`src/rtl/mul_pipe.sv`:
```
// -----------------------------------------------------------------------------
// mul_pipe -- pipelined signed fixed-point multiplier with valid/ready handshake
//
// Purpose
//   Multiplies two signed Q(W-F).F operands and returns a Q(W-F).F result.
//   The product is computed exactly (2W bits), optionally rounded half up,
//   arithmetically shifted right by F, then either saturated or wrapped to
//   W bits. A single global stall enable gives back-pressure: when the output
//   holds a beat that downstream does not take, every stage freezes.
//
// Parameters
//   W       operand / result width (two's complement)
//   F       fractional bits, 1 <= F < W
//   STAGES  register stages from input to output, 1..4 (latency = STAGES)
//   ROUND   0: truncate toward minus infinity, 1: round half up
//   SAT     0: wrap to the low W bits, 1: clamp to the W-bit signed range
//
// Ports
//   clk        in   rising-edge clock
//   rst        in   asynchronous active-high reset
//   in_valid   in   x1/x2 carry a beat this cycle
//   in_ready   out  block accepts a beat this cycle (equals the stall enable)
//   x1, x2     in   signed operands, W bits
//   out_valid  out  y/ovf carry a result
//   out_ready  in   downstream accepts y/ovf this cycle
//   y          out  signed result, W bits
//   ovf        out  result was out of range (clamped or wrapped)
// -----------------------------------------------------------------------------
module mul_pipe #(
    parameter int W      = 16,
    parameter int F      = 8,
    parameter int STAGES = 2,
    parameter int ROUND  = 1,
    parameter int SAT    = 1
) (
    input  logic         clk,
    input  logic         rst,
    input  logic         in_valid,
    output logic         in_ready,
    input  logic [W-1:0] x1,
    input  logic [W-1:0] x2,
    output logic         out_valid,
    input  logic         out_ready,
    output logic [W-1:0] y,
    output logic         ovf
);

    localparam logic signed [2*W:0]  HALF = (2*W+1)'(1) << (F - 1);
    localparam logic        [W-1:0]  YMAX = {1'b0, {(W-1){1'b1}}};
    localparam logic        [W-1:0]  YMIN = {1'b1, {(W-1){1'b0}}};

    // Add the rounding constant (if enabled) and arithmetic-shift by F.
    // One guard bit above the 2W-bit product means the +2^(F-1) can never
    // overflow, even for the (-2^(W-1))^2 corner.
    function automatic logic signed [2*W:0] round_shift(input logic signed [2*W-1:0] p);
        logic signed [2*W:0] e;
        e = {p[2*W-1], p};
        if (ROUND != 0) begin
            e = e + HALF;
        end
        return e >>> F;
    endfunction

    // Reduce the shifted value to W bits. The value fits exactly when bits
    // [2W:W-1] are all copies of the W-bit sign. Returns {ovf, y}.
    function automatic logic [W:0] sat_wrap(input logic signed [2*W:0] s);
        logic         fits;
        logic [W-1:0] r;
        fits = (s[2*W:W-1] == {(W+2){s[W-1]}});
        r    = s[W-1:0];
        if (!fits && (SAT != 0)) begin
            r = s[2*W] ? YMIN : YMAX;
        end
        return {!fits, r};
    endfunction

    // Global stall: everything advances unless a result is stuck at the output.
    logic en;
    assign en       = !out_valid || out_ready;
    assign in_ready = en;

    // Exact full-width product of the sign-extended operands.
    logic signed [2*W-1:0] x1_ext;
    logic signed [2*W-1:0] x2_ext;
    logic signed [2*W-1:0] prod_c;

    assign x1_ext = {{W{x1[W-1]}}, x1};
    assign x2_ext = {{W{x2[W-1]}}, x2};
    assign prod_c = x1_ext * x2_ext;

    logic signed [2*W-1:0] prod_fin;
    logic                  vld_fin;

    generate
        if (STAGES == 1) begin : g_nodly
            // Single stage: product feeds the output stage directly.
            assign prod_fin = prod_c;
            assign vld_fin  = in_valid;
        end else begin : g_dly
            logic signed [2*W-1:0] prod_p [STAGES-1];
            logic                  vld_p  [STAGES-1];

            // ---- stage 1: register the full product; later entries are pure delay ----
            always_ff @(posedge clk or posedge rst) begin
                if (rst) begin
                    for (int i = 0; i < STAGES - 1; i++) begin
                        prod_p[i] <= '0;
                        vld_p[i]  <= 1'b0;
                    end
                end else if (en) begin
                    // en=1 implies in_ready=1, so in_valid alone marks an accept.
                    prod_p[0] <= prod_c;
                    vld_p[0]  <= in_valid;
                    for (int i = 1; i < STAGES - 1; i++) begin
                        prod_p[i] <= prod_p[i-1];
                        vld_p[i]  <= vld_p[i-1];
                    end
                end
            end

            assign prod_fin = prod_p[STAGES-2];
            assign vld_fin  = vld_p[STAGES-2];
        end
    endgenerate

    logic [W:0] res_c;
    assign res_c = sat_wrap(round_shift(prod_fin));

    // ---- final stage: round, shift, saturate/wrap, register outputs ----
    always_ff @(posedge clk or posedge rst) begin
        if (rst) begin
            out_valid <= 1'b0;
            y         <= '0;
            ovf       <= 1'b0;
        end else if (en) begin
            out_valid <= vld_fin;
            y         <= res_c[W-1:0];
            ovf       <= res_c[W];
        end
    end

endmodule

```
`config.mk`:
```
export PLATFORM = sky130hd
export DESIGN_NAME = mul_pipe
export DESIGN_NICKNAME = d
export VERILOG_FILES = /design/src/rtl/mul_pipe.sv
export SDC_FILE = /design/constraint.sdc
export NUM_CORES = 1
export LEC_CHECK = 0
export ABC_CLOCK_PERIOD_IN_PS = 3200
export CORE_MARGIN = 5
export CORE_UTILIZATION = 60
export CTS_CLUSTER_DIAMETER = 30
export DETAILED_ROUTE_END_ITERATION = 12
export PLACE_DENSITY_LB_ADDON = 0.1
export SLEW_MARGIN = 20
export SYNTH_ARGS = -nofsm -noshare
export SYNTH_HDL_FRONTEND = slang
export SYNTH_SLANG_ARGS = --single-unit
```
`constraint.sdc`:
```
create_clock -name clk -period 3.2 [get_ports clk]
set_clock_uncertainty 0.05 [all_clocks]
set_input_delay 0.96 -clock clk [delete_from_list [all_inputs] [get_ports clk]]
set_output_delay 0.96 -clock clk [all_outputs]
set_load 0.05 [all_outputs]
```
==> flow_metrics.tcl, run 1 <==
set metrics [dict create \
    rsz0062_at_grt "true" \
    drc 0 \
    muxShareOfSynthArea_pct 0.0851 \
    dr.pass1.iters 5 \
    ant_nets 0 \
    clock-root-buffer "clkbuf_16" \
    die_x_um 150 \
    final_cell_mix "inv_1, fa_1, buf_4" \
    wirelength_mm 31.2 \
    grt.overflow.total 0 \
    track_usage_pct 28.1 \
    synth_edf_count 0 \
    dieArea_um2 22500 \
    hold_viol 0 \
    worstMarginPinSlew_ps 823 \
    clkTransAtPathRegs_ps 60 \
    synth_top_family_by_area "adder cells" \
    clock_path_buffers 2 \
    slew_violations 0 \
    end_kind "flip-flop" \
    criticalPathCategory "in2reg" \
    fin_crit_sh_pct 190 \
    maxCapViolations 0 \
    grt_pass1_vias 10523 \
    antenna_cells 0 \
    crit_fanout 4 \
    drt_iter0_markers 492 \
    synth_simple_gate_area_share_pct 16.4 \
    clk_latency_ps 280 \
    fin_crit_ps 6090 \
    status "finished with violations" \
    fin_ws_ps -2890 \
    ys.flop_type "dfrtp_1" \
    dp.cells 1712 \
    wl_per_cell_um 17.4 \
    yosys_warnings 0 \
    via_per_inst 5.38 \
    synth_cell_type_count 48 \
    cp.arrival_ps 6200 \
    synth-adder-area-share_pct 52.9 \
    start_kind "input port" \
    die_h_um 150 \
    violations "negative setup slack" \
    synth-compound-area-share_pct 6.81 \
    rows 51 \
    cts_buffers 5 \
    yosys_register_bits 44 \
    nNetsFinal 1910 \
    required_ps 3310 \
    start_util_pct 60.6 \
    layout_commonest_cell "inv_1" \
    synth.cell_area_um2 11800 \
    async_reset_ff_share_pct 100 \
    antenna_found_initial 0 \
    grt_first_pass_wirelength_mm 50.4 \
    setup_viol 25 \
    cts_tree "done" \
    globalplace.congestion 0.874 \
    core-area_um2 19400 \
    max-slew-margin-rel_pct 44.8 \
    syn_avg_cell_area_um2 9.18 \
    dp_hpwl_mm 23.1 \
    grt_max_degree 51 \
    hold_path_class "reg2reg" \
    synth_xor_xnor_area_share_pct 3.43 \
    syn2layout_area_growth_pct 34.4 \
    ys_seq_area_share_pct 9.36 \
    port-buffer-count 54 \
    synth_cells 1281 \
    cts.sinks 44 \
    multi_input_area_um2 10300 \
    instances_no_fill 1798 \
    fmax_mhz 164 \
    io_pins 55 \
    cts-htree-levels 2 \
    vias 9682 \
    layout-drive-gt1-share_pct 32.8 \
    syn-num-nets 1658 \
    final_core_util_pct 81.5 \
    dp_worst_setup_slack_ps -3750 \
    seqCellArea_um2 1100 \
    fillers 1208 \
]
[kinds of logic (layout without fill, tap and decap cells)]
family / Yosys count / in the layout
adders and majority gates: 341 / 341
buffers and inverters: 341 / 593
AOI/OAI and AO/OA: 113 / 113
DFF: 44 / 44
muxes: 1 / 1
and+or+nand+nor: 395 / 395
xor gates and xnor gates: 46 / 46
[critical path, stage by stage]
cell     delay, ps
buf_6          110
buf_6          130
buf_6          120
buf_4          130
and2_1         160
fa_1           530
fa_1           440
fa_1           530
fa_1           430
fa_1           500
inv_1           60
fa_1           490
inv_1           70
ha_4           270
and2_4         150
nand4_1        130
a21oi_2        180
o21ai_4        100
a31oi_4        240
a31o_4         220
nor2_2          40
a211o_1        220
[layout make-up]
type | count | area share [%]
repair buffers | 293 | 17.7
inverters | 293 | 6.97
clock buffers | 6 | 0.815
flip-flops and latches | 44 | 6.96
multi-input cells | 896 | 65.4
well taps | 265 | 2.10
clock inverters | 1 | 0.0317
[per-layer routing]
metal / GRT usage [%] / up-vias / wire, um
li1: - / 4339 / -
met1: 35.4 / 4917 / 11800
met2: 50.8 / 327 / 16600
met3: 2.97 / 99 / 1480
met4: 9.52 / 0 / 1280
met5: 0 / - / 0
[metrics by stage]
stage,hold slack [ps],cell area [um^2],TNS [ps]
2_1_floorplan,380,12200,-58310
3_3_place_gp,390,14100,-80810
3_5_place_dp,400,14100,-83470
4_1_cts,413,15300,-63310
5_1_grt,426,15800,-66220
6_report,415,15800,-62860
[synth_stat cells, types with 21 or more instances]
cell type  number  share of area (%)
inv_1         293                9.4
fa_1          261                 44
nand2_1       165                5.3
and2_1        124                6.6
ha_1           80                8.5
nor2_1         54                1.7
dfrtp_1        44                9.4
clkbuf_1       43                1.4
a21oi_1        30                1.3
xnor2_1        25                1.9
o21ai_0        22               0.94
xor2_1         21                1.6
[timing repair]
action,4_1_cts,5_1_grt
setup endpoints to repair,25,25
setup buffers,57,17
pin swaps,104,128
hold buffers,0,0
gates cloned,8,1
gates resized for setup,259,145
hold endpoints to repair,0,0
[final timing paths]
kind,startpoint,to,slack (ps),depth (start not counted)
min,g_dly.vld_p,g_dly.vld_p,410,2
min in group asynchronous,rst,ovf,1000,2
max in group asynchronous,rst,g_dly.prod_p[22],1570,3
max,x1[7],g_dly.prod_p[28],-2890,22
min reg2reg,g_dly.vld_p,g_dly.vld_p,410,2
max reg2reg,g_dly.prod_p[8],y[10],460,10
[flip-flops by register name (all words and copies together) (netlist names)]
name	count
y	16
g_dly.vld_p	1
g_dly.prod_p	25
ovf	1
out_valid	1
Power of run 1 is not shown: default switching activity piles up to over one toggle a cycle in this logic, so the estimate is an artifact.
==> run 2: changes to the inputs <==
- CORE_UTILIZATION: 60 -> 54
==> flow_metrics.tcl, run 2 (synthesis gave the netlist of run 1 again) <==
set metrics [dict create \
    drc 0 \
    setup_viol 25 \
    path_buf_inv 6 \
    violations "negative setup slack" \
    clkTransAtPathRegs_ps 60 \
    top_regs "g_dly.prod_p: 25 flops, y: 16 flops" \
    rows 54 \
    layout_commonest_cell "inv_1" \
    dieArea_um2 24800 \
    fin_crit_ps 6140 \
    largest_reg_flops 25 \
    die_h_um 158 \
    clock_path_buffers 2 \
    hold_viol 0 \
    cpMostUsedCell "fa_1" \
    fin_ws_ps -2940 \
    wl_per_cell_um 16.3 \
    worstPathCellList "clkdlybuf4s15_2 > buf_12 > buf_6 > nand2_2 > fa_1 > fa_2 > fa_2 > fa_1 > inv_1 > fa_1 > inv_1 > fa_1 > inv_2 > ha_4 > a211oi_2 > o21ai_1 > a31o_4 > o21ai_4 > a31oi_4 > a31o_4 > a211o_1" \
    final_core_util_pct 72.7 \
    nNetsFinal 1905 \
    max_stage_delay_ps 600 \
    cp_top_family "adder cells" \
    via_per_inst 5.17 \
    clock-root-buffer "clkbuf_16" \
    worstMarginPinSlew_ps 558 \
    antenna_found_initial 0 \
    fmax_mhz 163 \
    cts.sinks 44 \
    grt_first_pass_wirelength_mm 50.2 \
    hold_path_class "reg2reg" \
    port-buffer-count 54 \
    track_usage_pct 25.4 \
    crit_path_top_delay_cell "fa_2" \
    maxCapViolations 0 \
    layout-drive-gt1-share_pct 29.6 \
    status "finished with violations" \
    required_ps 3310 \
    final_cell_mix "inv_1, fa_1, buf_4" \
    syn2layout_area_growth_pct 33.5 \
    dp_hpwl_mm 23.0 \
    slew_violations 0 \
    core-area_um2 21600 \
    globalplace.congestion 0.889 \
    max-slew-margin-rel_pct 62.8 \
    grt_max_degree 51 \
    cts-htree-levels 2 \
    start_util_pct 54.4 \
    grt.overflow.total 0 \
    top_register "g_dly.prod_p" \
    die_x_um 158 \
    cts_buffers 5 \
    cts_tree "done" \
    dr.pass1.iters 5 \
    clk_latency_ps 280 \
    fillers 1585 \
    antenna_cells 0 \
    ant_nets 0 \
    rsz0062_at_grt "true" \
    drt_iter0_markers 327 \
    wirelength_mm 29.5 \
    end_kind "flip-flop" \
    crit_fanout 8 \
    cts-hold-fix-buffers 0 \
    vias 9352 \
    fin_crit_sh_pct 192 \
    start_kind "input port" \
    criticalPathCategory "in2reg" \
    grt_pass1_vias 10396 \
    cp.arrival_ps 6250 \
    io_pins 55 \
]
[run 2: cell types whose count changed in the layout (fill, tap and decap cells not counted), moves of 6 or more]
| cell | previous run | this run |
|---|---|---|
| buf_6 | 65 | 49 |
| inv_1 | 251 | 266 |
| inv_2 | 40 | 25 |
| and2_1 | 83 | 93 |
| and2_4 | 42 | 32 |
| nand2_2 | 9 | 18 |
| buf_12 | 13 | 21 |
| buf_2 | 8 | 16 |
| nand2_4 | 7 | 1 |
[run 2: cell type report]
cell class	count	area (um^2)	area share, %
Clock buffer	8	146	0.932
Inverter	293	1100	7.02
Multi-Input combinational cell	896	10200	64.9
Sequential cell	44	1100	7.01
Tap cell	280	350	2.23
Timing Repair Buffer	288	2820	18.0
[run 2: worst register-to-register path, cell delays in order, from the launching register on]
cell and delay (ps):
dfrtp_1 430, ha_1 220, nand3_1 190, nor2_1 450, nand4_1 160, a2111oi_0 540
a21o_1 210, a21oi_4 140, and2_4 230, o31ai_2 220
[run 2: final timing paths]
path	endpoint	depth (start not counted)	slack [ps]	from
min	out_valid	1	410	g_dly.vld_p
max reg2reg	y[0]	9	290	g_dly.prod_p[8]
max	g_dly.prod_p[28]	21	-2940	x1[10]
max in group asynchronous	g_dly.prod_p[25]	3	1860	rst
min reg2reg	out_valid	1	410	g_dly.vld_p
min in group asynchronous	ovf	3	970	rst
[run 2: per-stage QoR]
stage	cells	setup WS, ps	cell area [um^2]	setup TNS [ps]	hold WS (ps)
2_1_floorplan	1281	-2830	12200	-58310	380
3_3_place_gp	1724	-3560	14200	-80430	391
3_5_place_dp	1724	-3660	14200	-82040	398
4_1_cts	1801	-2900	15400	-65760	410
5_1_grt	1809	-3090	15700	-67470	465
6_report	1809	-2940	15700	-64180	409
[run 2: what timing repair did]
action,in CTS,in global routing
pin swaps,102,88
gates resized for setup,217,85
endpoints found under the setup margin,25,34
buffers inserted,59,11
cloned,12,0
[run 2: per-layer routing]
| layer | routed length [um] | track usage (%) |
|---|---|---|
| met1 | 11700 | 32.0 |
| met2 | 15400 | 45.9 |
| met3 | 1110 | 2.08 |
| met4 | 1340 | 9.14 |
| met5 | 0 | 0 |
Power of run 2 is left out for the same reason.
==> run 3: changes to the inputs <==
- ABC_AREA: default -> 1
- CORE_ASPECT_RATIO: default -> 0.7
==> flow_metrics.tcl, run 3 <==
set metrics [dict create \
    fmax_mhz 166 \
    dp.cells 2230 \
    regToRegSetupSlack_ps 440 \
    via_per_inst 5.23 \
    synth-compound-area-share_pct 4.04 \
    die_h_um 140 \
    io_pins 55 \
    grt_first_pass_wirelength_mm 67.0 \
    rows 47 \
    drc 0 \
    cts_tree "done" \
    top_register "g_dly.prod_p" \
    port-buffer-count 54 \
    max-slew-margin-rel_pct 61.0 \
    async_reset_ff_share_pct 100 \
    end_kind "flip-flop" \
    ant_nets 0 \
    clock_path_buffers 2 \
    cp.arrival_ps 6170 \
    synth_edf_count 0 \
    syn2layout_area_growth_pct 42.2 \
    nNetsFinal 2398 \
    status "finished with violations" \
    clock-root-buffer "clkbuf_16" \
    yosys_warnings 0 \
    grt_pass1_vias 12793 \
    criticalPathCategory "in2reg" \
    setup_viol 25 \
    worstMarginPinSlew_ps 585 \
    synth_top_family_by_area "adder cells" \
    layout_commonest_cell "inv_1" \
    antenna_found_initial 1 \
    fillers 1570 \
    wl_per_cell_um 18.0 \
    synth_cell_type_count 37 \
    slew_violations 0 \
    maxCapViolations 0 \
    dieArea_um2 27200 \
    vias 12247 \
    synth_cells 1722 \
    yosys_register_bits 44 \
    die_x_um 195 \
    synth_simple_gate_area_share_pct 21.6 \
    rsz0062_at_grt "true" \
    hold_path_class "reg2reg" \
    start_kind "input port" \
    synth.cell_area_um2 12900 \
    synth_top_area_cell "fa_1" \
    drt_iter0_markers 1018 \
    grt_max_degree 45 \
    hold_slack_ps 411 \
    syn-num-nets 2099 \
    clkTransAtPathRegs_ps 70 \
    crit_fanout 5 \
    synth_common_cells "nand2_1, inv_1, fa_1" \
    fin_crit_ps 6030 \
    fin_crit_sh_pct 188 \
    fin_ws_ps -2830 \
    synth_xor_xnor_area_share_pct 2.30 \
    wirelength_mm 42.2 \
    dr.pass1.iters 5 \
    ys_seq_area_share_pct 8.51 \
    clk_latency_ps 300 \
    required_ps 3340 \
    globalplace.congestion 0.994 \
    cts_buffers 5 \
    synth-adder-area-share_pct 48.1 \
    instances_no_fill 2340 \
    start_util_pct 54.8 \
    cts.sinks 44 \
    syn_avg_cell_area_um2 7.52 \
    largest_reg_flops 25 \
    layout-drive-gt1-share_pct 35.0 \
    muxShareOfSynthArea_pct 0 \
    hold_viol 0 \
    grt.overflow.total 0 \
    top_regs "g_dly.prod_p: 25 flops, y: 16 flops" \
    track_usage_pct 30.7 \
    violations "negative setup slack" \
    synth_area_leaders "fa_1, nand2_1, inv_1" \
    core-area_um2 23600 \
    ys.flop_type "dfrtp_1" \
    dp_hpwl_mm 30.8 \
    cts-htree-levels 2 \
    final_cell_mix "inv_1, nand2_1, fa_1" \
    yosysMostFrequentCell "nand2_1" \
    synth_top_area_share_pct 40.4 \
]
run 3: changes by cell type in the layout (fill, tap and decap cells not counted), moves of 15 or more:
| cell | change |
|---|---|
| nand2_2 | +48 |
| nand2_1 | +231 |
| buf_8 | +15 |
| buf_6 | +42 |
| inv_1 | +114 |
| and2_4 | -32 |
| and2_1 | -93 |
| nand2_4 | +28 |
| buf_4 | +22 |
| inv_2 | +60 |
| nor2_4 | +16 |
| nand3_1 | +56 |
run 3: critical path, cell delays in order:
cell	delay, ps
buf_6	100
buf_12	120
buf_12	130
buf_8	120
nand2_2	80
fa_1	420
inv_1	100
fa_1	450
fa_1	540
fa_2	450
fa_1	530
inv_2	40
fa_1	530
inv_2	50
ha_4	300
buf_6	110
nand2_4	70
nor2_4	170
nand2_2	100
buf_6	130
or3_4	400
nand2_2	70
nand2_1	50
nand3_1	60
nand2_1	60
run 3: layout make-up:
type | instances | area, um^2 | share of cell area [%]
multi-input cells | 1145 | 11300 | 61.6
repair buffers | 355 | 3600 | 19.6
inverters | 470 | 1770 | 9.64
flip-flops and latches | 44 | 1100 | 5.98
well taps | 318 | 398 | 2.16
clock buffers | 5 | 125 | 0.680
clock inverters | 2 | 60.1 | 0.326
diodes | 1 | 2.50 | 0.0136
run 3: worst paths after layout:
check,startpoint,to,cells past startpoint
worst max-delay path,x2[9],g_dly.prod_p[29],25
worst min-delay path,g_dly.vld_p,out_valid,2
worst max register to register,g_dly.prod_p[7],y[8],13
worst min register to register,g_dly.vld_p,out_valid,2
max in group asynchronous,rst,y[1],3
min in group asynchronous,rst,y[4],3
run 3: through the flow:
stage	util [%]	cell area, um^2	TNS [ps]	setup WS (ps)
floorplan	-	13800	-58650	-2690
global placement	67.0	15800	-83780	-3770
detailed placement	67.0	15800	-84390	-3790
CTS	74.3	17600	-63230	-2790
global route	77.9	18400	-67380	-2970
finish	77.9	18400	-63860	-2830
run 3: timing repair:
action,CTS,global route
pin swaps,142,118
endpoints found under the hold margin,0,0
setup buffers,80,32
endpoints found under the setup margin,25,25
resized for setup,393,247
hold buffers,0,0
cloned,7,0
run 3: layer usage:
layer / share of wire (%) / routed length [um] / global-route usage, % / vias to the layer above
met5: 0 / 0 / 0 / -
met4: 2.6 / 1080 / 6.68 / 0
met3: 8.9 / 3750 / 7.01 / 80
met2: 46 / 19400 / 47.0 / 550
met1: 43 / 18000 / 45.4 / 6063
li1: - / - / - / 5554
run 3: cells by family (layout without fill, tap and decap cells):
logic type,Yosys count,count (layout)
AO/OA/AOI/OAI,93,93
XOR/XNOR,34,34
adder cells (fa/ha/maj),341,341
buffers and inverters,533,832
flip-flops,44,44
other,0,1
AND/OR/NAND/NOR,677,677
Power of run 3 is left out for the same reason.
